File: src/rtl/cpu_pkg.sv
// cpu_pkg: shared CPU constants and types for the fetch stage.
//   XLEN          - address/data width in bits
//   RESET_PC_ADDR - PC value while reset is asserted
//   PC_STEP       - sequential instruction stride in bytes
//   addr_t        - XLEN-bit address type
package cpu_pkg;
    localparam int unsigned XLEN = 32;
    localparam logic [XLEN-1:0] RESET_PC_ADDR = 32'h0000_0000;
    localparam int unsigned PC_STEP = 4;
    typedef logic [XLEN-1:0] addr_t;
endpackage

File: src/rtl/pc.sv
// pc: program counter register for the fetch stage, advancing by 4 or loading a redirect target.
//   clk_i         - system clock, rising edge
//   rst_i         - synchronous active-high reset, overrides pc_load_i
//   pc_load_i     - redirect strobe, level sampled each edge
//   pc_load_val_i - redirect target, loaded unmodified
//   pc_o          - current PC (registered)
//   pc_plus4_o    - pc_o + 4 (combinational, modulo 2^XLEN)
module pc #(
    parameter int unsigned XLEN = cpu_pkg::XLEN,
    parameter logic [XLEN-1:0] RESET_PC_ADDR = cpu_pkg::RESET_PC_ADDR
) (
    input  logic            clk_i,
    input  logic            rst_i,
    input  logic            pc_load_i,
    input  logic [XLEN-1:0] pc_load_val_i,
    output logic [XLEN-1:0] pc_o,
    output logic [XLEN-1:0] pc_plus4_o
);
    import cpu_pkg::*;

    logic [XLEN-1:0] pc_q, pc_d, pc_inc;

    // Single incrementer shared by the next-PC mux and the link value; carry is dropped.
    assign pc_inc = pc_q + XLEN'(PC_STEP);
    assign pc_d   = pc_load_i ? pc_load_val_i : pc_inc;

    always_ff @(posedge clk_i) begin
        if (rst_i) pc_q <= RESET_PC_ADDR;
        else       pc_q <= pc_d;
    end

    assign pc_o       = pc_q;
    assign pc_plus4_o = pc_inc;
endmodule

File: config.mk
export PLATFORM = sky130hd
export DESIGN_NAME = pc
export DESIGN_NICKNAME = d
export VERILOG_FILES = /design/src/rtl/cpu_pkg.sv /design/src/rtl/pc.sv
export SDC_FILE = /design/constraint.sdc
export NUM_CORES = 1
export LEC_CHECK = 0
export BUFFER_PORTS_ARGS = -buffer_cell sky130_fd_sc_hd__buf_2
export CAP_MARGIN = 20
export CORE_ASPECT_RATIO = 1.4
export CORE_MARGIN = 2
export CORE_UTILIZATION = 45
export CTS_CLUSTER_DIAMETER = 30
export DETAILED_ROUTE_END_ITERATION = 10
export PLACE_DENSITY = 0.82
export SYNTH_ARGS = -nofsm -noshare
export SYNTH_HDL_FRONTEND = slang
export SYNTH_SLANG_ARGS = --single-unit
export TNS_END_PERCENT = 100
File: constraint.sdc
create_clock -name clk_i -period 2.4 [get_ports clk_i]
set_clock_uncertainty 0.1 [all_clocks]
set_input_delay 0.24 -clock clk_i [delete_from_list [all_inputs] [get_ports clk_i]]
set_output_delay 0.24 -clock clk_i [all_outputs]
set_load 0.1 [all_outputs]
---- After elaboration in Yosys (flattened, before gate mapping) ----
Cells that the tools add are included.
word-level totals
  register bits ........................... 32
  output and inout bits ................... 64
  logic and storage cells ................. 3
operators by class
  multiplexer cells ....................... 1
  $add $sub $neg .......................... 1
operator list
  kind                     number
  $add A32 B3 Y32 const B  1
  $mux W32                 1

---- Depth between registers and ports, before layout ----
Gate-level depths: netlist of the first run.
  word-level depth ........................ 2
  depth in mapped cells ................... 6
  gate-level depth less buffers ........... 5

---- Worst setup path before layout of the first run ----
No wires, ideal clock.
  path kind ............................... register to output
  start point ............................. reg pc_q[2] (netlist: pc_o[2])
  end point ............................... out pc_plus4_o[22]
  arrival ................................. 3.943 ns
  slack ................................... -1.883 ns
  data required time ...................... 2.060 ns
  cell stages (with the launch flop) ...... 6
  path through ............................ dfxtp_1 > ha_1 > nand3_1 > or4_1 > or2_2 > xnor2_1
between the ends
  word-level cells in the longest chain between the ends .. 1
ends and longest elaborated chain
  item                      line      RTL
  start: declaration        pc.sv:21  logic [XLEN-1:0] pc_q, pc_d, pc_inc;
  start signal: assignment  pc.sv:29  else pc_q <= pc_d;
  $add A32 B3 Y32           pc.sv:24  assign pc_inc = pc_q + XLEN'(PC_STEP);
  end: declaration          pc.sv:17  output logic [XLEN-1:0] pc_plus4_o
No other way between the ends.

---- Worst setup path in the final report of the first run ----
  start point ............................. reg pc_q[13] (netlist: pc_o[13])
  end point ............................... out pc_plus4_o[23]
The elaborated chain is that of the path after synthesis.

==> results of run 1 <==
[worst max path at each step]
| stage | from | end | cells past startpoint |
|---|---|---|---|
| detailed placement | pc_o[11] | pc_plus4_o[25] | 5 |
| global placement | pc_o[11] | pc_plus4_o[25] | 5 |
| floorplan | pc_o[11] | pc_plus4_o[22] | 4 |
| global route | pc_o[2] | pc_plus4_o[26] | 6 |
| finish | pc_o[13] | pc_plus4_o[23] | 5 |
| CTS | pc_o[11] | pc_plus4_o[22] | 5 |
[tightest hold or removal path, delay by kind of cell]
kind                   cells  cell delay, ns
AND/OR/NAND/NOR            1            0.08
buffers and inverters      1            0.07
multiplexers               1            0.06
[per-stage QoR]
stage	hold WS [ns]	power [mW]	TNS (ns)	area (um^2)	util
final	0.106	2.03	-2.05	3630	0.919
after global routing	0.116	2.08	-2.72	3630	0.919
after CTS	0.0907	1.98	-1.20	3470	0.877
after detailed placement	0.386	1.55	0	3280	0.829
after global placement	0.371	1.54	0	3280	0.829
after floorplan	0.274	1.35	-1.26	2430	-
[per-layer routing]
metal  share of wire  up-vias
met1            0.32     1264
met4           0.067        0
met5               0        -
met3           0.081       64
met2            0.53      227
li1                -     1096
[logic make-up (layout without fill, tap and decap cells)]
family	after synthesis	after routing	synth area share
adder cells (fa/ha/maj)	1	1	0.00669
multiplexers	3	3	0.0161
buffers and inverters	22	149	0.0522
AO/OA/AOI/OAI	49	49	0.197
AND/OR/NAND/NOR	106	106	0.301
flip-flops	32	32	0.342
XOR/XNOR	18	18	0.0843
other	0	1	0
[power by group through the flow]
stage               Sequential (mW)  Clock, mW  Combinational (mW)
global route                  0.639      0.440               0.996
global placement              0.644          0               0.899
detailed placement            0.649          0               0.906
CTS                           0.626      0.411               0.939
finish                        0.636      0.418               0.976
floorplan                     0.906          0               0.441
[cell type report]
| type | instances | area, um^2 | share of cell area |
|---|---|---|---|
| inverter | 9 | 33.8 | 0.00930 |
| tap | 43 | 53.8 | 0.0148 |
| clock buffer | 7 | 76.3 | 0.0210 |
| antenna | 1 | 2.50 | 0.000689 |
| sequential | 32 | 724 | 0.200 |
| clock inverter | 1 | 3.75 | 0.00103 |
| multi-input combinational | 177 | 1690 | 0.465 |
| timing repair buffer | 132 | 1050 | 0.288 |
[timing repair]
action	CTS	global route
pin swaps	4	8
resized for setup	8	26
setup endpoints to repair	17	19
buffers inserted	11	7
[cell usage in the layout (no fill, tap or decap), types with 3 or more instances in the layout]
cell type	synthesis	layout
a2111oi_0	3	3
a21oi_1	4	4
a311oi_1	11	11
and4_1	3	3
buf_12	0	17
buf_2	0	76
buf_4	2	29
buf_6	1	5
clkbuf_4	0	3
clkbuf_8	0	5
dfxtp_1	32	3
dfxtp_2	0	10
dfxtp_4	0	19
inv_1	9	9
mux2i_1	3	3
nand2_1	26	16
nand2_8	0	7
nand2b_1	5	5
nand3_1	10	9
nand4_1	4	4
nor2_1	24	24
nor3_1	5	3
nor4_4	0	4
o211a_1	4	4
o21a_1	12	12
o21ai_2	0	3
or3_4	0	5
or4_4	2	6
xnor2_2	0	5
xnor2_4	0	4
xor2_2	0	5
xor2_4	0	4
==> results.ini, run 1 <==
[critical_path]
start_kind=flip-flop
crit_type=flip-flop to primary output
ff2ff_setup_slack_ns=0.14
critPathSlowestCell=or4_4
crit_chain=nand4_1 > or4_4 > or4_4 > nand2_8 > buf_12
timing.rr.start=pc_o[2]
r2r-end=pc_o[24]
r2r_cells=5
cp.buffers_inverters=1
worstSetupEndpointType=primary output
crit_path_frequent_cell=or4_4
cp.arrival_ns=2.30
cp.required_ns=2.06
crit_fanout=8
crit_family=simple AND/OR/NAND/NOR gates
slowest_delay_ns=0.66

[hold_path]
hp-class=primary input to flip-flop
hold-path-cell-count=3
hold_end=pc_o[1]
holdCritStartpoint=pc_load_val_i[1]

[power]
p_comb_frac=0.481
swShare=0.500
p_clk_frac=0.206
vdd_drop_max_v=0.000665
power.leakage_nw=1.62
p_int_mw=1.01
pwr-share-seq=0.313
switchingPower_mw=1.02
p_per_area_nw_per_um2=559

[logic_synthesis]
synthTopCellsByCount=dfxtp_1 (32), nand2_1 (26), nor2_1 (24)
yosysMostFrequentCell=dfxtp_1
avgSynthCellArea_um2=8.10
netlist_instances=231
synth_top_cell_by_area=dfxtp_1
synth_async_sr_flop_share=0
synth.distinct_cells=36
synth-edff-count=0
syn-num-nets=267
synth-seq-cells=32
syn_area_um2=1870
yosysWarnings=0
ys_top_cells_by_area=dfxtp_1 (34%), nand2_1 (5.2%), a311oi_1 (5.2%)
ys_seq_area_frac=0.342
yosysTopAreaCellShare=0.342
synthFlopType=dfxtp_1

[global_routing]
grt_antenna_before_repair=1
grt_pass1_wl_mm=12.1
use_met3=0.0725
grt_pass1_vias=2431
grt_usage=0.347
grt_max_degree=33
use_met1=0.373
use_met2=0.608
grt_overflow=0
top_usage_layer=met2

[sta]
finalHoldViolCount=0
slew_headroom=0.538
min_period_ns=2.64
timing.fmax_mhz=378
tightest_slew_ns=0.692
worst_slack_ns=-0.244
rsz0062_at_grt=yes
period_share=1.10
slew_violations=0
setup_viol=15

[floorplan]
die-area_um2=4700
die_h_um=80.3
core-area_um2=3950
start_util=0.473
io_pins=99
rows=27
die_width_um=58.5

[route]
detail_route.first_pass.iterations=5
drc=0
viasPerCell=6.59
drtIter0Drc=174
num_vias=2651
wl_per_cell_um=23.0
ant_nets=0
wirelength_mm=9.26

[placement]
numPortBuffers=98
place_ws_ns=0.0785
place.gp.congestion=0.830
dp_hpwl_mm=4.76
dp.cells=375

[finish]
nets=393
drive_gt1_frac=0.631
fillers=141
largest_register_ffs=32
area_growth_pct=94.1
finalNonFillerCells=402

[run_status]
status=finished, violations left
violations=setup timing

[clock_network]
clock_latency_ns=0.29
cts_sinks=32
htree_levels=2
clockBufferDepth=2
clk_pin_slew_ns=0.07
cts_buffers=5
root_buffer=clkbuf_8
cts_tree=built
cts_hold_buffers=0

[run]
drv_cap=0

Note: power is estimated with default switching activity, not from simulation.
==> run 2: changes to the inputs <==
--- a/config.mk
+++ b/config.mk
@@ -5,11 +5,11 @@
 export SDC_FILE = /design/constraint.sdc
 export NUM_CORES = 1
 export LEC_CHECK = 0
+export ABC_AREA = 1
 export BUFFER_PORTS_ARGS = -buffer_cell sky130_fd_sc_hd__buf_2
 export CAP_MARGIN = 20
 export CORE_ASPECT_RATIO = 1.4
-export CORE_MARGIN = 2
-export CORE_UTILIZATION = 45
+export CORE_UTILIZATION = 47
 export CTS_CLUSTER_DIAMETER = 30
 export DETAILED_ROUTE_END_ITERATION = 10
 export PLACE_DENSITY = 0.82
==> run 2 against run 1 <==
The run now ends clean; die area rose by 3.6%; clock-buffer cell count unchanged; critical path depth rose by 1; first-iteration DRC count is 47% lower; sequential cell count stayed put; total power is 2.7% lower; synthesized area up 15%; sequential share of layout area down 0.061 points; global-route usage fell by 6.3 points; setup slack improved by 0.35 ns; non-clock buffer count is 33 lower.
==> results.ini, run 2 <==
[run_status]
status=completed

[critical_path]
r2r-end=pc_o[30]
r2r_cells=10  ; +5
crit_path_end=pc_plus4_o[13]
crit_start=pc_o[4]
ff2ff_setup_slack_ns=0.60  ; +0.46 ns
crit_type=flip-flop to primary output
cp.arrival_ns=1.95  ; -0.35 ns
start_kind=flip-flop
timing.rr.start=pc_o[2]
crit_fanout=4  ; -4
cp.required_ns=2.06  ; about the same
worstSetupEndpointType=primary output

[finish]
final_cell_mix=nand2_1 (85), nor2_1 (84), buf_2 (78)
fin_util=0.794  ; -0.125
largest_register_ffs=32  ; unchanged
layout_commonest_cell=nand2_1
finalInstanceArea_um2=3420  ; -5.8%
drive_gt1_frac=0.414  ; -0.217
antenna_cells=0  ; -1
area_growth_pct=58.7
nets=511  ; +30%

[logic_synthesis]
syn-num-nets=416  ; +56%
syn_area_um2=2160  ; +15%
synthFlopType=dfxtp_1
ys_top_cells_by_area=dfxtp_1 (30%), nand2_1 (20%), nor2_1 (15%)
ys_seq_area_frac=0.297  ; -0.0453
synthTopCellsByCount=nand2_1 (114), nor2_1 (86), inv_1 (58)
yosysWarnings=0  ; unchanged
yosysTopAreaCellShare=0.297  ; -0.0453
yosysMostFrequentCell=nand2_1
synth-seq-cells=32  ; unchanged
synth_top_cell_by_area=dfxtp_1
synth.distinct_cells=23  ; -36%
synth-edff-count=0  ; unchanged
avgSynthCellArea_um2=5.67  ; -30%
netlist_instances=380  ; +65%
synth_async_sr_flop_share=0  ; unchanged

[clock_network]
cts_sinks=32  ; unchanged
root_buffer=clkbuf_8
cts_hold_buffers=0  ; unchanged
htree_levels=2  ; unchanged
cts_tree=built
cts_buffers=5  ; unchanged
postCtsSetupBuffers=0  ; -11
clk_pin_slew_ns=0.07  ; about the same
clockBufferDepth=2  ; unchanged
clock_latency_ns=0.29  ; about the same

[sta]
timing.fmax_mhz=436  ; +15%
slew_violations=0  ; unchanged
finalHoldViolCount=0  ; unchanged
slew_headroom=0.501  ; -0.0368
period_share=0.956  ; -0.146
setup_viol=0  ; -15
tns_ns=0  ; +2.05 ns
rsz0062_at_grt=yes
min_period_ns=2.29  ; -0.350 ns
tightest_slew_ns=0.747  ; +0.0552 ns
worst_slack_ns=0.107  ; +0.350 ns

[global_routing]
grt_overflow=0  ; unchanged
grt_pass1_wl_mm=10.4  ; -14%
grt_max_degree=33  ; unchanged
grt_antenna_before_repair=0  ; -1
grt_usage=0.284  ; -0.0629
grt_pass1_vias=2479  ; +2.0%

[run]
drv_cap=0  ; unchanged

[floorplan]
io_pins=99  ; unchanged
start_util=0.500  ; +0.0270
die-area_um2=4870  ; +3.6%
die_width_um=59.2  ; +1.3%
core-area_um2=4310  ; +9.0%
rows=28  ; +3.7%
die_h_um=82.1  ; +2.3%

[route]
ant_nets=0  ; unchanged
viasPerCell=4.84  ; -27%
drc=0  ; unchanged
wl_per_cell_um=12.0  ; -48%
drtIter0Drc=93  ; -47%
wirelength_mm=6.45  ; -30%
num_vias=2593  ; -2.2%
detail_route.first_pass.iterations=4  ; -1

[placement]
numPortBuffers=98  ; unchanged
dp_hpwl_mm=5.19  ; +9.0%
place_ws_ns=0.309  ; +0.230 ns
placed_area_um2=3320  ; +1.1%
place.gp.congestion=0.924  ; +11%

[power]
vdd_drop_max_v=0.000593  ; -11%
p_per_area_nw_per_um2=577  ; +3.2%
power.leakage_nw=1.72  ; +6.1%

[hold_path]
hp-class=primary input to flip-flop

-- run 2: cell families (layout without fill, tap and decap cells) --
| logic type | count (synthesis) | after routing | share of synthesized area |
|---|---|---|---|
| fa+ha+maj | 1 | 1 | 0.00580 |
| buf+inv | 69 | 165 | 0.125 |
| xor+xnor | 8 | 8 | 0.0325 |
| flops | 32 | 32 | 0.297 |
| compound gates | 25 | 25 | 0.0604 |
| simple gates | 245 | 245 | 0.479 |
-- run 2: repair_timing --
| item | in CTS | in global routing |
|---|---|---|
| resized for setup | 1 | 8 |
| endpoints found under the hold margin | 0 | 0 |
| setup endpoints to repair | 1 | 14 |
-- run 2: where the power goes --
part | internal, mW | switching (mW) | total [mW]
Combinational | 0.207 | 0.724 | 0.931
Sequential | 0.576 | 0.0543 | 0.630
Clock | 0.204 | 0.210 | 0.414
-- run 2: area by class of cell --
type	instances	area, um^2
Multi-Input combinational cell	279	1640
Fill cell	342	887
Clock inverter	1	5.00
Clock buffer	7	76.3
Tap cell	60	75.1
Inverter	58	221
Timing Repair Buffer	99	723
Sequential cell	32	681
-- run 2: through the flow --
step | cells | hold slack (ns) | power, mW
final | 536 | 0.0967 | 1.97
after global routing | 536 | 0.100 | 2.05
after CTS | 536 | 0.0894 | 1.98
after detailed placement | 528 | 0.365 | 1.57
after global placement | 528 | 0.355 | 1.56
after floorplan | 380 | 0.256 | 1.38
-- run 2: layer usage --
metal  up-vias  wire length, um  GRT usage
met2        75             3520      0.547
li1       1333                -          -
met3        15              224     0.0483
met1      1170             2520      0.293
met4         0              175      0.121
met5         -                0          0
-- run 2: how the worst min path moves through the flow --
stage,from,end,slack (ns),cells past startpoint
CTS,pc_load_val_i[3],pc_o[3],0.09,3
detailed placement,pc_o[1],pc_o[1],0.36,2
global placement,pc_o[0],pc_o[0],0.36,2
finish,pc_load_val_i[1],pc_o[1],0.1,3
global route,pc_load_val_i[3],pc_o[3],0.10,3
floorplan,pc_load_i,pc_o[5],0.26,2
-- run 2: critical path, cell delays in order (launching register included) --
cell and delay, ns:
dfxtp_2 0.37, nand2_1 0.10, nor2_4 0.25, nand3_1 0.17, or2_4 0.29, nand2_8 0.07, buf_2 0.41
